**src/rtl/mcs4_bus_sched.sv**
```systemverilog
// mcs4_bus_sched: tracks the i4004 8-phase cycle and schedules ROM fetch,
// SRC latching and RAM/port strobes; publishes a per-byte fetch trace.
// Ports: clk/rst; core side sync, cm_rom, cm_ram, cpu_dout, cpu_din;
// ROM rom_req/rom_addr/rom_rdata; RAM ram_re/we/bank/addr/op/wdata/rdata;
// trace fetch_vld/addr/opc/2nd; instr_cnt; sync_err.
module mcs4_bus_sched #(
  parameter int RST_A1_HOLD = 1,
  parameter int CNT_W       = 16
) (
  input  logic             clk,
  input  logic             rst,
  input  logic             sync,
  input  logic             cm_rom,
  input  logic [3:0]       cm_ram,
  input  logic [3:0]       cpu_dout,
  output logic [3:0]       cpu_din,
  output logic             rom_req,
  output logic [11:0]      rom_addr,
  input  logic [7:0]       rom_rdata,
  output logic             ram_re,
  output logic             ram_we,
  output logic [1:0]       ram_bank,
  output logic [7:0]       ram_addr,
  output logic [3:0]       ram_op,
  output logic [3:0]       ram_wdata,
  input  logic [3:0]       ram_rdata,
  output logic             fetch_vld,
  output logic [11:0]      fetch_addr,
  output logic [7:0]       fetch_opc,
  output logic             fetch_2nd,
  output logic [CNT_W-1:0] instr_cnt,
  output logic             sync_err
);

  typedef enum logic [2:0] {
    A1, A2, A3, M1, M2, X1, X2, X3
  } phase_e;

  phase_e           phase_q, phase_d;
  logic [7:0]       hold_q;
  logic [3:0]       a_lo_q, a_mid_q;
  logic [11:0]      addr_q;
  logic [7:0]       opc_q;
  logic             second_q, second_d;
  logic [CNT_W-1:0] cnt_q;
  logic [1:0]       bank_q, bank_d;
  logic [7:0]       raddr_q;
  logic             err_q;

  // cm_rom is a trace-only line with no consumer here
  wire unused_cm_rom = cm_rom;

  wire [3:0] opr = opc_q[7:4];
  wire [3:0] opa = opc_q[3:0];
  wire is_src = !second_q && opr == 4'h2 && opa[0];
  wire is_io  = !second_q && opr == 4'hE;
  wire is_dbl = (opr == 4'h1) || (opr == 4'h4) ||
                (opr == 4'h5) || (opr == 4'h7) ||
                ((opr == 4'h2 || opr == 4'h3) && !opa[0]);

  assign second_d = !second_q && is_dbl;

  always_comb begin
    bank_d = 2'd3;
    if (cm_ram[0])      bank_d = 2'd0;
    else if (cm_ram[1]) bank_d = 2'd1;
    else if (cm_ram[2]) bank_d = 2'd2;
  end

  // sync always realigns to A1, even when it arrives early
  always_comb begin
    phase_d = phase_e'(phase_q + 3'd1);
    if (sync || hold_q != 8'd0) phase_d = A1;
  end

  always_ff @(posedge clk) begin
    if (rst) begin
      phase_q  <= A1;
      hold_q   <= 8'(RST_A1_HOLD);
      a_lo_q   <= '0;
      a_mid_q  <= '0;
      addr_q   <= '0;
      opc_q    <= '0;
      second_q <= 1'b0;
      cnt_q    <= '0;
      bank_q   <= '0;
      raddr_q  <= '0;
      err_q    <= 1'b0;
    end else begin
      phase_q <= phase_d;
      if (hold_q != 8'd0) hold_q <= hold_q - 8'd1;
      if (sync != (phase_q == X3)) err_q <= 1'b1;
      unique case (phase_q)
        A1: a_lo_q  <= cpu_dout;
        A2: a_mid_q <= cpu_dout;
        A3: addr_q  <= {cpu_dout, a_mid_q, a_lo_q};
        M1: opc_q   <= rom_rdata;
        X2: begin
          if (is_src) begin
            raddr_q[7:4] <= cpu_dout;
            if (cm_ram != 4'd0) bank_q <= bank_d;
          end
        end
        X3: begin
          if (is_src) raddr_q[3:0] <= cpu_dout;
          second_q <= second_d;
          if (!second_d) cnt_q <= cnt_q + 1'b1;
        end
        default: ;
      endcase
    end
  end

  always_comb begin
    cpu_din    = '0;
    rom_req    = 1'b0;
    rom_addr   = '0;
    ram_re     = 1'b0;
    ram_we     = 1'b0;
    ram_op     = '0;
    ram_wdata  = '0;
    fetch_vld  = 1'b0;
    fetch_addr = '0;
    fetch_opc  = '0;
    fetch_2nd  = 1'b0;
    if (!rst) begin
      unique case (phase_q)
        A3: begin
          rom_req  = 1'b1;
          rom_addr = {cpu_dout, a_mid_q, a_lo_q};
        end
        M1: cpu_din = rom_rdata[7:4];
        M2: begin
          cpu_din    = opc_q[3:0];
          fetch_vld  = 1'b1;
          fetch_addr = addr_q;
          fetch_opc  = opc_q;
          fetch_2nd  = second_q;
        end
        X1: begin
          if (is_io) begin
            ram_op = opa;
            ram_re = opa[3];
          end
        end
        X2: begin
          if (is_io) begin
            ram_op = opa;
            if (opa[3]) begin
              cpu_din = ram_rdata;
            end else begin
              ram_we    = 1'b1;
              ram_wdata = cpu_dout;
            end
          end
        end
        default: ;
      endcase
    end
  end

  assign ram_bank  = bank_q;
  assign ram_addr  = raddr_q;
  assign instr_cnt = cnt_q;
  assign sync_err  = err_q;

endmodule

```
**config.mk**
```make
export PLATFORM = sky130hd
export DESIGN_NAME = mcs4_bus_sched
export DESIGN_NICKNAME = d
export VERILOG_FILES = /design/src/rtl/mcs4_bus_sched.sv
export SDC_FILE = /design/constraint.sdc
export NUM_CORES = 1
export LEC_CHECK = 0
export BUFFER_PORTS_ARGS = -buffer_cell sky130_fd_sc_hd__buf_4
export CAP_MARGIN = 10
export CORE_ASPECT_RATIO = 1.5
export CORE_MARGIN = 5
export CORE_UTILIZATION = 51
export DETAILED_ROUTE_END_ITERATION = 12
export PLACE_DENSITY_LB_ADDON = 0.12
export SETUP_SLACK_MARGIN = 0.15
export SLEW_MARGIN = 5
export SYNTH_ARGS = -nofsm -noshare
export SYNTH_HDL_FRONTEND = slang
export SYNTH_SLANG_ARGS = --single-unit
```
**constraint.sdc**
```tcl
create_clock -name clk -period 2.35 [get_ports clk]
set_input_delay 0.47 -clock clk [delete_from_list [all_inputs] [get_ports clk]]
set_output_delay 0.47 -clock clk [all_outputs]
set_load 0.1 [all_outputs]
```
; ---- Word level (Yosys, flattened, before mapping)
; Cells that the tools add are included.
[op_classes]
reduce_logical = 22
n_addsub = 3
muxes = 33
n_eq_ne = 15
bitwise_logic = 1
[op_table]
columns = operator, count
row1 = 12-bit 2-to-1 mux, 4
row2 = 4-bit 2-to-1 mux, 10
row3 = 16-bit by 1-bit adder with 16-bit output (second input constant), 1
row4 = 8-bit 2-to-1 mux, 2
row5 = 1-bit 2-to-1 mux, 14
row6 = 3-bit == test (second input constant), 4
row7 = 4-bit by 3-bit == test with 1-bit output (second input constant), 3
row8 = 4-bit one-hot mux with 3 select lines, 1
row9 = 4-bit by 2-bit == test with 1-bit output (second input constant), 2
row10 = 8-bit nonzero test, 1
row11 = 8-bit by 1-bit subtractor with 8-bit output (second input constant), 1
row12 = 3-bit by 2-bit == test with 1-bit output (second input constant), 2
row13 = 1-bit logical OR, 6
row14 = 2-bit AND reduction, 3
row15 = 1-bit logical AND, 5
row16 = 4-bit by 1-bit == test with 1-bit output (second input constant), 1
row17 = 4-bit == test (second input constant), 1
row18 = 2-bit 2-to-1 mux, 2
row19 = 4-bit nonzero test, 1
row20 = 2-bit OR reduction, 2
row21 = 3-bit by 1-bit adder with 3-bit output (second input constant), 1
row22 = 3-bit by 1-bit == test with 1-bit output (second input constant), 1
row23 = 3-bit logical NOT, 1
row24 = 3-bit AND reduction, 1
row25 = other kinds (3), 4
[totals]
out_inout_bits = 76
elab_cells = 86
inputBits = 24
ff_bits = 67

; ---- Longest topological paths before layout
[depth]
word_depth = 8
ltp_mapped = 7
mapped_depth_nobuf = 6

; ---- Worst setup path after synthesis
; No wires, ideal clock.
[synth_timing]
kind = reg-to-output
from = reg opc_q[5]
to = out ram_wdata[0]
arrival_ns = 4.877
stages_incl_launch_ff = 5
required_time_ns = 1.880
path_buffers = 0
setup_slack_ns = -2.997
cell_sequence = dfxtp_1 nor3b_1 nand3_1 nor4_1 and2_1
[synth_between]
elab_chain_len = 5
[synth_rtl]
columns = element, line
row1 = start: declaration, 43  ; logic [7:0] opc_q;
row2 = start signal: assignment, 97  ; M1: opc_q <= rom_rdata;
row3 = 4-bit == test, 56  ; wire is_io = !second_q && opr == 4'hE;
row4 = 1-bit logical AND, 56
row5 = 4-bit 2-to-1 mux, 147  ; if (is_io) begin
row6 = 4-bit 2-to-1 mux, 127  ; unique case (phase_q)
row7 = 4-bit 2-to-1 mux, 126  ; if (!rst) begin
row8 = end: declaration, 25  ; output logic [3:0] ram_wdata,
; Every way passes these cells.

; ---- Worst setup path after layout
[layout_timing]
from = reg opc_q[4]
to = out cpu_din[2]
[layout_between]
elab_chain_len = 5
[layout_rtl]
columns = element, line
row1 = 4-bit == test, 56
row2 = 1-bit logical AND, 56
row3 = 4-bit 2-to-1 mux, 147
row4 = 4-bit one-hot mux with 3 select lines, 127
row5 = 4-bit 2-to-1 mux, 126
row6 = end: declaration, 16  ; output logic [3:0] cpu_din,
; Every way passes these cells.

==> metrics.csv <==
stage;metric;value;unit
outcome;status;finished with violations;
outcome;violations in the final reports;negative setup slack;
clocking;Num CTS Buffers;9;
timing;Final Cycle Share;102.7;%
global_routing;largest net degree at the start of global routing;47;
clocking;CTS tree;built;
logic_synthesis;Synth Net Count;421;
min_path;Hold Crit Start;rom_rdata[0];
logic_synthesis;sequential share of the synthesized area;41.26;%
timing;Slew Limit Fails;0;
global_routing;Total GRT Usage;25.62;%
critical_path;Data required, critical path;1880;ps
placement;HPWL after DPL;6387;um
critical_path;worst-path cell chain;or3b_4 > nor3_4 > a222oi_1 > nor2_4 > buf_12;
final_layout;ant diodes;0;
global_routing;gr busiest metal;met2;
route;Routed Wire Length;12070;um
logic_synthesis;Synth cell types;36;
logic_synthesis;post-synthesis adder-cell area fraction;3.464;%
global_routing;total gr overflow;0;
final_layout;final cell count without fillers;575;
timing;min cycle time layout;2414;ps
logic_synthesis;syn avg cell area;8.378;sq um
critical_path;worst r2r src;opc_q[5];
logic_synthesis;Yosys warnings;0;
timing;RSZ-0062 raised after global routing;yes;
final_layout;ratio of cells with drive above 1 in the final layout;44.71;%
power_and_ir_drop;VDD IR max;0.4928;mV
global_routing;number of global-route vias before repair;3305;
clocking;hold_buf cts;0;
placement;routability cong.;0.7842;
route;WL per Instance;20.99;um
die;die area;8103;sq um
timing;worst-margin pin slew;710.1;ps
critical_path;Reg2Reg Setup Slack;240;ps
logic_synthesis;Yosys reg bits;67;
final_layout;nets;532;
clocking;clock sinks;67;
critical_path;critical path capture point type;primary output;
clocking;H-Tree Depth;3;
die;I/O pins;100;
timing;hold_ws;376.2;ps
critical_path;crit-path max cell delay;440;ps
global_routing;first-pass GRT wire length;16020;um
logic_synthesis;largest family of logic cells by synthesized area;simple AND/OR/NAND/NOR gates;
logic_synthesis;Mapped Area;3251;sq um
power_and_ir_drop;PwrDens;499.8;nW/um^2
min_path;Worst Hold Path EP;opc_q[0];
min_path;Worst Hold Class;input pin to flop;
die;core area;6175;sq um
final_layout;FILL cells;282;
logic_synthesis;Yosys top cell area share;41.26;%
clocking;Reg clk slew, reported paths;70;ps
clocking;Root Driver;clkbuf_8;
timing;Max-slew headroom;52.66;%
power_and_ir_drop;overall power;2700;uW
global_routing;initial antenna violation count;0;
logic_synthesis;area leader, netlist;dfxtp_1;
timing;Max Clk Rate;0.4143;GHz
global_routing;met2 Use GR;46.13;%
route;Iteration-0 DRC Markers;300;
critical_path;slowest CP cell;or3b_4;
critical_path;CP Max Fanout;5;
clocking;Worst-Skew Late Latency;350;ps
route;Via density;6.094;
route;Antenna Nets Post-Route;0;
timing;skew final;4.683;ps
die;Die W;75.19;um
route;first-pass iteration count of the detailed router;5;
logic_synthesis;Post-Synth Simple-Gate Area;30.29;%
min_path;hold depth;3;
final_layout;P&R area growth vs syn;66.20;%
logic_synthesis;XOR/XNOR Fraction of Synth Area;1.886;%
final_layout;fin area;5403;sq um
critical_path;startpoint types;flop;
global_routing;GR Util met1;27.54;%
die;die height;107.8;um
critical_path;Worst Path Arrival;1940;ps
timing;setup TNS;-109.1;ps
job;maxcap violations;0;
placement;Port Buffer Count;98;
critical_path;r2r endpoint;instr_cnt[15];
power_and_ir_drop;static leakage;0.002175;uW
route;DR vias;3504;
critical_path;R2R depth;5;
timing;Fin. Hold Viols;0;
die;Initial Util;52.64;%
timing;Setup Viol. Count Final;4;
placement;Cell Count Post-Placement;545;
logic_synthesis;Area contributors post-synth;dfxtp_1, mux2i_1, and3_1, nor2_1, a21oi_1;
clocking;Max Buffers Root-to-Sink;2;
timing;worst setup margin;-63.73;ps
logic_synthesis;compound-gate portion of the synthesized area;9.815;%
logic_synthesis;post-synthesis mux area share;8.968;%
global_routing;grt met3 use;4.860;%
logic_synthesis;Post-Syn Instances;388;
critical_path;kind of critical path;flop to primary output;
die;# rows;35;
placement;dpl cell area;4237;sq um
route;DRC;0;
==> area by class of cell <==
type / instances / area, sq um / share of cell area, %
tap: 74 / 92.59 / 1.714
inverter: 11 / 43.79 / 0.8106
clock inverter: 2 / 37.54 / 0.6948
timing repair buffer: 126 / 1568 / 29.02
multi-input combinational: 284 / 2142 / 39.65
clock buffer: 11 / 151.4 / 2.802
sequential: 67 / 1368 / 25.31
==> flip-flops by register name (all words and copies together) (netlist names) <==
| register | cells |
|---|---|
| a_lo_q | 4 |
| opc_q | 8 |
| phase_q | 3 |
| ram_bank | 2 |
| a_mid_q | 4 |
| instr_cnt | 16 |
| second_q | 1 |
| sync_err | 1 |
| hold_q | 8 |
| ram_addr | 8 |
| addr_q | 12 |
==> cell usage in the layout, fill, tap and decap left out, types with 7 or more instances in the layout <==
master,n
nor2_1,43
nor2_4,7
dfxtp_1,54
inv_1,8
mux2i_1,28
clkbuf_8,11
a21oi_1,29
buf_12,44
buf_4,70
nand3_1,7
and3_4,30
or4_1,10
nand2_1,36
dfxtp_2,9
o31ai_1,10
==> metrics by stage <==
stage / setup WS [ps] / utilization, %
after floorplan: -515.0 / -
after global placement: 171.1 / 68.61
after detailed placement: 125.7 / 68.61
after CTS: 38.44 / 80.95
after global routing: -113.2 / 87.50
final: -63.73 / 87.50
==> worst max-delay path, delay by kind of cell, from the launching register on <==
family	cells	cell delay (ps)
AOI/OAI and AO/OA	1	190
buffers and inverters	1	190
DFF	1	370
and+or+nand+nor	3	840
==> how the worst max path moves through the flow <==
stage               start       endpoint  slack [ps]
4_1_cts          opc_q[5]     cpu_din[1]          40
3_3_place_gp   phase_q[0]  fetch_addr[5]         170
6_report         opc_q[4]     cpu_din[2]         -60
3_5_place_dp   phase_q[0]     cpu_din[1]         130
2_1_floorplan    opc_q[5]   ram_wdata[0]        -510
5_1_grt        phase_q[0]     cpu_din[2]        -110
==> layer usage <==
| layer | routed length, um | up-vias | share of wire, % |
|---|---|---|---|
| met1 | 4094 | 1672 | 34 |
| met4 | 570 | 0 | 4.7 |
| met2 | 6611 | 179 | 55 |
| met5 | 0 | - | 0 |
| met3 | 792 | 50 | 6.6 |
| li1 | - | 1603 | - |
==> synth_stat cells <==
cell type  instances
nor2b_1            4
or4_4              1
nor3b_1            2
nand3b_1           2
and4_1             2
or4_1             10
and2_1             9
or3b_2             1
o21ai_0            6
nor4b_1            2
or3_1              4
clkbuf_1          21
nor2_1            50
mux2i_1           28
buf_2              1
a222oi_1           4
o31ai_1           10
o221a_2            1
mux2_2             1
ha_1               9
nor3_1             7
a211oi_1           1
nor4_1             5
a21oi_1           29
and3_1            35
nand4_1            4
nor4b_4            1
o211a_1            1
nand2_1           37
xnor2_1            4
dfxtp_1           67
xor2_1             3
and3_2             1
buf_1              4
nand3_1           10
inv_1             11
==> logic make-up (layout without fill, tap and decap cells) <==
logic type                 Yosys count  count (layout)
adders and majority gates            9               9
AOI/OAI and AO/OA                   52              52
xor gates and xnor gates             7               7
buffers and inverters               37             150
and+or+nand+nor                    187             187
muxes                               29              29
DFF                                 67              67
==> report_power, final <==
group	leakage [uW]	switching (uW)	internal (uW)	total [uW]
sequential	0.000550	73.7	1200	1270
clock	0.0000934	425	530	955
combinational	0.00153	256	217	473
==> what timing repair did <==
action | CTS | global route
cloned | 1 | 2
setup buffers | 6 | 8
endpoints found under the setup margin | 48 | 48
resized for setup | 132 | 76
pin swaps | 17 | 5
No activity file was read; power rests on OpenSTA's default activity.
